===== config.mk =====
export PLATFORM = sky130hd
export DESIGN_NAME = pll_lock_sequencer
export DESIGN_NICKNAME = d
export VERILOG_FILES = /design/src/rtl/pll_lock_sequencer.sv
export SDC_FILE = /design/constraint.sdc
export NUM_CORES = 1
export LEC_CHECK = 0
export CAP_MARGIN = 20
export CORE_ASPECT_RATIO = 1.75
export CORE_MARGIN = 2
export CORE_UTILIZATION = 57
export CTS_CLUSTER_DIAMETER = 50
export CTS_CLUSTER_SIZE = 12
export DETAILED_ROUTE_END_ITERATION = 16
export MAX_ROUTING_LAYER = met4
export PLACE_DENSITY = 0.83
export REMOVE_ABC_BUFFERS = 1
export SLEW_MARGIN = 20
export SYNTH_ARGS = -nofsm -noshare
export SYNTH_HDL_FRONTEND = slang
export SYNTH_SLANG_ARGS = --single-unit

===== constraint.sdc =====
create_clock -name CLK -period 6.2 [get_ports CLK]
set_clock_uncertainty 0.2 [all_clocks]
set_input_delay 1.24 -clock CLK [delete_from_list [all_inputs] [get_ports CLK]]
set_output_delay 1.24 -clock CLK [all_outputs]
set_load 0.02 [all_outputs]

===== src/rtl/pll_lock_sequencer.sv =====
// -----------------------------------------------------------------------------
// pll_lock_sequencer
//
// Brings up a PLL from the free-running reference clock domain. The PLL is held
// in reset for PLLRST_CYCLES, then the sequencer waits for the synchronized
// lock indication. If lock does not arrive within LOCK_TIMEOUT cycles, the PLL
// is reset again. Lock must then stay high for HOLD_CYCLES consecutive cycles
// before the PLL-clocked logic is released. A lock drop while running puts the
// downstream logic back into reset and is recorded.
//
// Configuration macro:
//   PLL_LOCK_LOSS_COUNT_EN - when defined, LOSS_COUNT is a saturating count of
//                            lock losses in RUN. When undefined, LOSS_COUNT is
//                            tied to zero and no register is built. LOCK_LOST
//                            behaves the same either way.
//
// Ports:
//   CLK          in   reference clock, free-running, independent of the PLL
//   RESET        in   asynchronous active-high reset
//   LOCK         in   PLL lock indication, asynchronous to CLK
//   PLL_RESETB   out  active-low PLL reset, low only while in PLLRST
//   SYS_RESET    out  active-high reset for PLL-clocked logic, low only in RUN
//   READY        out  high only in RUN
//   LOCK_LOST    out  sticky: lock dropped after RUN was reached
//   RETRY_COUNT  out  lock timeouts, saturating at 255
//   LOSS_COUNT   out  lock losses in RUN, saturating at 255 (or constant 0)
// -----------------------------------------------------------------------------
module pll_lock_sequencer #(
    parameter int unsigned PLLRST_CYCLES = 16,
    parameter int unsigned LOCK_TIMEOUT  = 12000,
    parameter int unsigned HOLD_CYCLES   = 1200
) (
    input  logic       CLK,
    input  logic       RESET,
    input  logic       LOCK,
    output logic       PLL_RESETB,
    output logic       SYS_RESET,
    output logic       READY,
    output logic       LOCK_LOST,
    output logic [7:0] RETRY_COUNT,
    output logic [7:0] LOSS_COUNT
);

    // Last counter value of each timed state; the state is left on the cycle
    // the counter holds this value, so the state lasts exactly N cycles.
    localparam logic [15:0] PLLRST_LAST  = 16'(PLLRST_CYCLES - 1);
    localparam logic [15:0] TIMEOUT_LAST = 16'(LOCK_TIMEOUT - 1);
    localparam logic [15:0] HOLD_LAST    = 16'(HOLD_CYCLES - 1);

    typedef enum logic [1:0] {
        ST_PLLRST    = 2'd0,
        ST_WAIT_LOCK = 2'd1,
        ST_STABLE    = 2'd2,
        ST_RUN       = 2'd3
    } state_t;

    // Saturating 8-bit increment used by both event counters.
    function automatic logic [7:0] sat_inc8(input logic [7:0] value);
        logic [7:0] result;
        if (value == 8'hFF) begin
            result = value;
        end else begin
            result = value + 8'd1;
        end
        return result;
    endfunction

    logic        lock_meta_r;
    logic        lock_sync_r;   // synchronized lock (second flop)
    state_t      state_r;
    state_t      state_nx_s;
    logic [15:0] cnt_r;
    logic        cnt_clr_s;
    logic        retry_inc_s;
    logic        loss_inc_s;
    logic        pll_resetb_r;
    logic        sys_reset_r;
    logic        ready_r;
    logic        lock_lost_r;
    logic [7:0]  retry_cnt_r;

    // Two-flop synchronizer bringing LOCK into the CLK domain.
    always_ff @(posedge CLK or posedge RESET) begin
        if (RESET) begin
            lock_meta_r <= 1'b0;
            lock_sync_r <= 1'b0;
        end else begin
            lock_meta_r <= LOCK;
            lock_sync_r <= lock_meta_r;
        end
    end

    // Next-state decode. Lock is tested before the timeout so that a lock
    // arriving on the timeout cycle wins and does not count as a retry.
    always_comb begin
        state_nx_s  = state_r;
        cnt_clr_s   = 1'b0;
        retry_inc_s = 1'b0;
        loss_inc_s  = 1'b0;
        case (state_r)
            ST_PLLRST: begin
                if (cnt_r == PLLRST_LAST) begin
                    state_nx_s = ST_WAIT_LOCK;
                    cnt_clr_s  = 1'b1;
                end else begin
                    state_nx_s = ST_PLLRST;
                end
            end
            ST_WAIT_LOCK: begin
                if (lock_sync_r) begin
                    state_nx_s = ST_STABLE;
                    cnt_clr_s  = 1'b1;
                end else if (cnt_r == TIMEOUT_LAST) begin
                    state_nx_s  = ST_PLLRST;
                    cnt_clr_s   = 1'b1;
                    retry_inc_s = 1'b1;
                end else begin
                    state_nx_s = ST_WAIT_LOCK;
                end
            end
            ST_STABLE: begin
                if (!lock_sync_r) begin
                    state_nx_s = ST_WAIT_LOCK;
                    cnt_clr_s  = 1'b1;
                end else if (cnt_r == HOLD_LAST) begin
                    state_nx_s = ST_RUN;
                    cnt_clr_s  = 1'b1;
                end else begin
                    state_nx_s = ST_STABLE;
                end
            end
            ST_RUN: begin
                if (!lock_sync_r) begin
                    state_nx_s = ST_WAIT_LOCK;
                    cnt_clr_s  = 1'b1;
                    loss_inc_s = 1'b1;
                end else begin
                    state_nx_s = ST_RUN;
                end
            end
            default: begin
                state_nx_s = ST_PLLRST;
                cnt_clr_s  = 1'b1;
            end
        endcase
    end

    // State register, state counter and outputs. Outputs are registered from
    // the next state so they change on the same edge as the state register and
    // track it exactly, with no decode glitches.
    always_ff @(posedge CLK or posedge RESET) begin
        if (RESET) begin
            state_r      <= ST_PLLRST;
            cnt_r        <= 16'd0;
            pll_resetb_r <= 1'b0;
            sys_reset_r  <= 1'b1;
            ready_r      <= 1'b0;
            lock_lost_r  <= 1'b0;
            retry_cnt_r  <= 8'd0;
        end else begin
            state_r      <= state_nx_s;
            cnt_r        <= cnt_clr_s ? 16'd0 : (cnt_r + 16'd1);
            pll_resetb_r <= (state_nx_s != ST_PLLRST);
            sys_reset_r  <= (state_nx_s != ST_RUN);
            ready_r      <= (state_nx_s == ST_RUN);
            if (loss_inc_s) begin
                lock_lost_r <= 1'b1;
            end else begin
                lock_lost_r <= lock_lost_r;
            end
            if (retry_inc_s) begin
                retry_cnt_r <= sat_inc8(retry_cnt_r);
            end else begin
                retry_cnt_r <= retry_cnt_r;
            end
        end
    end

`ifdef PLL_LOCK_LOSS_COUNT_EN
    logic [7:0] loss_cnt_r;

    // Saturating count of lock losses observed in RUN.
    always_ff @(posedge CLK or posedge RESET) begin
        if (RESET) begin
            loss_cnt_r <= 8'd0;
        end else if (loss_inc_s) begin
            loss_cnt_r <= sat_inc8(loss_cnt_r);
        end else begin
            loss_cnt_r <= loss_cnt_r;
        end
    end

    assign LOSS_COUNT = loss_cnt_r;
`else
    assign LOSS_COUNT = 8'd0;
`endif

    assign PLL_RESETB  = pll_resetb_r;
    assign SYS_RESET   = sys_reset_r;
    assign READY       = ready_r;
    assign LOCK_LOST   = lock_lost_r;
    assign RETRY_COUNT = retry_cnt_r;

endmodule

==> After elaboration in Yosys (flattened, before gate mapping) <==
Index checks and enable logic that the tools add are counted.
{ "totals": {"inputBits": 3, "out_inout_bits": 20, "word_cells": 42, "ff_bits": 32} }
{ "op_classes": {"n_eq_ne": 9, "n_mux": 18, "add_sub_neg": 2, "n_reduce_logical": 3, "bitwise_logic": 1} }
{ "ops": {"columns": ["cell", "n"], "rows": [
  ["16-bit by 1-bit adder with 16-bit output, second input constant", 1],
  ["16-bit by 11-bit == test with 1-bit output, second input constant", 1],
  ["16-bit by 14-bit == test with 1-bit output, second input constant", 1],
  ["16-bit by 4-bit == test with 1-bit output, second input constant", 1],
  ["16-bit two-way mux", 1],
  ["1-bit two-way mux", 12],
  ["8-bit by 1-bit adder with 8-bit output, second input constant", 1],
  ["8-bit == test, second input constant", 1],
  ["2-bit case mux with 4 select lines", 1],
  ["2-bit == test, second input constant", 3],
  ["2-bit two-way mux", 3],
  ["1-bit case mux with 4 select lines", 1],
  ["2-bit by 1-bit == test with 1-bit output, second input constant", 1],
  ["2-bit zero test", 1],
  ["2-bit inequality test, second input constant", 1],
  ["2-bit AND reduction", 1],
  ["2-bit nonzero test", 1],
  ["1-bit NOT", 1]
]} }

==> Depth between registers and ports, before layout <==
{ "logic_depth": {"depth_word": 5, "mapped_depth": 7} }

==> Least setup slack after synthesis <==
Ideal clock, no wire load.
{ "synth_timing": {"kind": "flip-flop to flip-flop", "from": "register cnt_r[6]", "to": "register cnt_r[7]", "path_stages_with_launch": 7, "n_path_buf": 1, "t_arrival_ps": 1776, "t_required_ps": 5881, "setup_slack_ps": 4105, "cell_sequence": "dfrtp_1 > or4_1 > nor4_2 > nand4b_1 > a31oi_4 > buf_6 > nor2_1"} }
{ "synth_between": {"elab_chain_len": 5, "elab_cells_between_ends": 11, "cone_classes": "add/sub (1); eq/ne (3); mux (7)"} }
{ "synth_rtl": {"columns": ["element", "line_no", "rtl"], "rows": [
  ["start, declared", "72", "logic [15:0] cnt_r;"],
  ["start signal, assigned", "162", "cnt_r <= cnt_clr_s ? 16'd0 : (cnt_r + 16'd1);"],
  ["16-bit by 11-bit == test with 1-bit output / 16-bit by 14-bit == test with 1-bit output (equally long branches)", "125, 113", null],
  ["1-bit two-way mux, on equally long branches", "125, 113", null],
  ["1-bit two-way mux, on equally long branches", "122, 110", null],
  ["1-bit case mux with 4 select lines", "100", "case (state_r)"],
  ["16-bit two-way mux (*)", "162", null]
]} }
Every way passes the cells marked *; elsewhere a longest branch is shown, timed or not.
A chain may end at the register's enable or synchronous reset.

==> Final worst setup path <==
{ "layout_timing": {"from": "register sys_reset_r (netlist: SYS_RESET)", "to": "output port SYS_RESET"} }
{ "layout_rtl": {"columns": ["element", "line_no", "rtl"], "rows": [
  ["start, declared", "77", "logic sys_reset_r;"],
  ["start signal, assigned", "164", "sys_reset_r <= (state_nx_s != ST_RUN);"],
  ["end, declared", "37", "output logic SYS_RESET,"]
]} }
No word-level cell between the ends.

==> summary.md <==
| Metric | Value |
|---|---|
| Final setup viols | `0` |
| Root Driver | `clkbuf_8` |
| Vias | `1,141` |
| RePlAce Congestion | `0.844` |
| Reg clk slew, reported paths | `0.06 ns` |
| Core ar. | `0.00269 mm2` |
| Final slew viol count | `0` |
| Post-synthesis cell type count | `35` |
| Reg2reg setup slack | `3.80 ns` |
| Setup WS pre-CTS | `3.63 ns` |
| Area grow syn2layout | `14.8%` |
| Vias/cell | `5.71` |
| Yosys warns | `0` |
| Clock latency on the worst-skew pair | `0.29 ns` |
| Minimum clock period | `2.84 ns` |
| Number of max-cap violations | `0` |
| IO buf count | `14` |
| Highest-count cells in the layout ignoring fill and taps | `31 x dfrtp_1, 23 x nor2_1, 14 x clkdlybuf4s50_1` |
| Final instance area | `0.00186 mm2` |
| H-tree depth | `2` |
| Pleak | `0.808 nW` |
| Initial detailed-routing violation count | `22` |
| Worst path cell trace | `clkdlybuf4s50_1` |
| RSZ-0062 raised after global routing | `false` |
| Setup WS post-layout | `3.36 ns` |
| Final wirelength | `2.96 mm` |
| First-pass detailed-route iteration total | `4` |
| Worst path max stage delay | `0.59 ns` |
| Crit path buffers/inverters | `1` |
| N_diodes | `0` |
| CP arrival | `1.40 ns` |
| Outcome | `finished, final reports clean` |
| Top delay family on crit path | `buffers and inverters` |
| Register area share after synthesis | `49.5%` |
| Critical Path RT | `4.76 ns` |
| Die area | `0.00330 mm2` |
| I/O pin cnt | `23` |
| Worst vdd ir | `240 uV` |
| DRT antenna net count | `0` |
| Die Span X | `44.3 um` |
| Setup TNS | `0 ns` |
| Achievable Freq | `0.353 GHz` |
| Layout fillers | `198` |
| DP Area | `0.00175 mm2` |
| Worst setup SP type | `flip-flop` |
| Cell count after synthesis | `155` |
| Most common cell after layout, fill and taps aside | `dfrtp_1` |
| CTS Buf Count | `5` |
| Slew @ Worst Pin | `0.776 ns` |
| Global-route wire length before repair | `4.87 mm` |
| CTS tree | `done` |
| Max FO, Critical Path | `1` |
| Wire length per cell | `14.8 um` |
| Yosys reg bits | `32` |
| Largest net degree at the start of global routing | `21` |
| DRC | `0` |
| Starting density of the core | `60.2%` |
| HP Class | `flip-flop to flip-flop` |
| CTS sink count | `32` |
| Crit-path slowest cell | `clkdlybuf4s50_1` |
| Max_slew headroom | `48.2%` |
| Remaining Overflow, GRT | `0` |
| Setup Crit Path Kind | `flip-flop to output pin` |
| # Post-CTS Setup Buffers | `0` |
| Initial antenna violation count | `0` |
| Crit end category | `output pin` |
| Tot GR Track Use | `21.2%` |
| Post-synthesis cell area | `0.00162 mm2` |
| Vias in the first global route | `1,156` |
| Post-cts sizing count | `0` |
| Pwr/cell area | `293 mW/mm2` |
| Syn avg cell area | `10.4 um2` |
| Period utilization | `45.8%` |
| Detail Placement HPWL | `2.25 mm` |
| Die span in y | `74.5 um` |
| Row count | `25` |
| Clk buf depth | `2` |
| Endpoints failing hold | `0` |
| Share of cells above drive strength 1 | `11.6%` |
| Hold-fix buffers, CTS | `0` |
| Final nets | `177` |
-- sequential cells by signal, indices dropped and copies added (netlist names) --
register     flops
LOCK_LOST        1
PLL_RESETB       1
READY            1
RETRY_COUNT      8
SYS_RESET        1
cnt_r           16
lock_meta_r      1
lock_sync_r      1
state_r          2
-- cells in the mapped netlist, drive strengths merged --
cell	count	area share, %
or4	1	0.46
clkbuf	3	0.70
a211oi	1	0.46
nor2b	2	0.77
and2	3	1.2
nand3	8	2.5
and3	1	0.39
or3	1	0.70
a21oi	1	0.31
o31a	1	0.54
mux2	2	1.4
buf	9	4.4
nor2	23	5.3
a31o	2	1.1
nor3	6	1.9
nand4	6	3.2
xnor2	9	4.9
o21ai	2	0.62
nand2b	3	1.2
nor4	5	3.6
inv	6	1.4
conb	1	0.23
nand2	9	2.1
xor2	12	6.5
ha	2	1.5
dfstp	1	1.6
nand4bb	1	0.70
nand4b	2	1.1
a31oi	1	1.3
dfrtp	31	48
-- per-stage QoR --
step | cells | total power, mW | util, % | hold slack [ns]
4_1_cts | 200 | 0.549 | 69.1 | 0.154
5_1_grt | 200 | 0.570 | 69.1 | 0.158
6_report | 200 | 0.545 | 69.1 | 0.151
3_5_place_dp | 192 | 0.356 | 65.1 | 0.140
3_3_place_gp | 191 | 0.350 | 64.6 | 0.133
2_1_floorplan | 150 | 0.323 | - | 0.131
-- final timing paths --
kind	start	to	depth (start not counted)
setup / recovery	SYS_RESET$_DFF_PP1_	SYS_RESET	1
hold / removal	lock_meta_r$_DFF_PP0_	lock_sync_r$_DFF_PP0_	0
setup reg to reg	cnt_r[6]$_DFF_PP0_	cnt_r[10]$_DFF_PP0_	5
hold reg to reg	lock_meta_r$_DFF_PP0_	lock_sync_r$_DFF_PP0_	0
max in group asynchronous	RESET	SYS_RESET$_DFF_PP1_	3
min in group asynchronous	RESET	cnt_r[6]$_DFF_PP0_	2
-- where the power goes --
part / total (mW) / internal, mW / switching (mW)
clock: 0.194 / 0.119 / 0.0750
sequential: 0.248 / 0.229 / 0.0187
combinational: 0.103 / 0.0428 / 0.0600
-- cells by family (layout without fill, tap and decap cells) --
logic type | count (synthesis) | in the layout | share of synthesized area [%]
adders and majority gates | 2 | 2 | 1.55
buffers and inverters | 18 | 29 | 6.49
AOI/OAI and AO/OA | 8 | 8 | 4.33
DFF | 32 | 32 | 49.5
other | 1 | 8 | 0.232
muxes | 2 | 2 | 1.39
xor gates and xnor gates | 21 | 21 | 11.4
and+or+nand+nor | 71 | 71 | 25.1
-- metal layers --
layer	GRT usage (%)	part of all wire [%]
met1	18.3	34
met2	40.0	59
met3	5.10	3.8
met4	10.8	2.6
met5	-	0
-- layout make-up --
class | count | area, um2 | share of cell area [%]
clock buffers | 6 | 72.6 | 3.90
clock inverters | 2 | 35.0 | 1.88
inverters | 6 | 22.5 | 1.21
multi-input cells | 112 | 738 | 39.7
flip-flops and latches | 32 | 802 | 43.1
well taps | 27 | 33.8 | 1.82
repair buffers | 15 | 155 | 8.34
(Power assumes the default switching activity.)
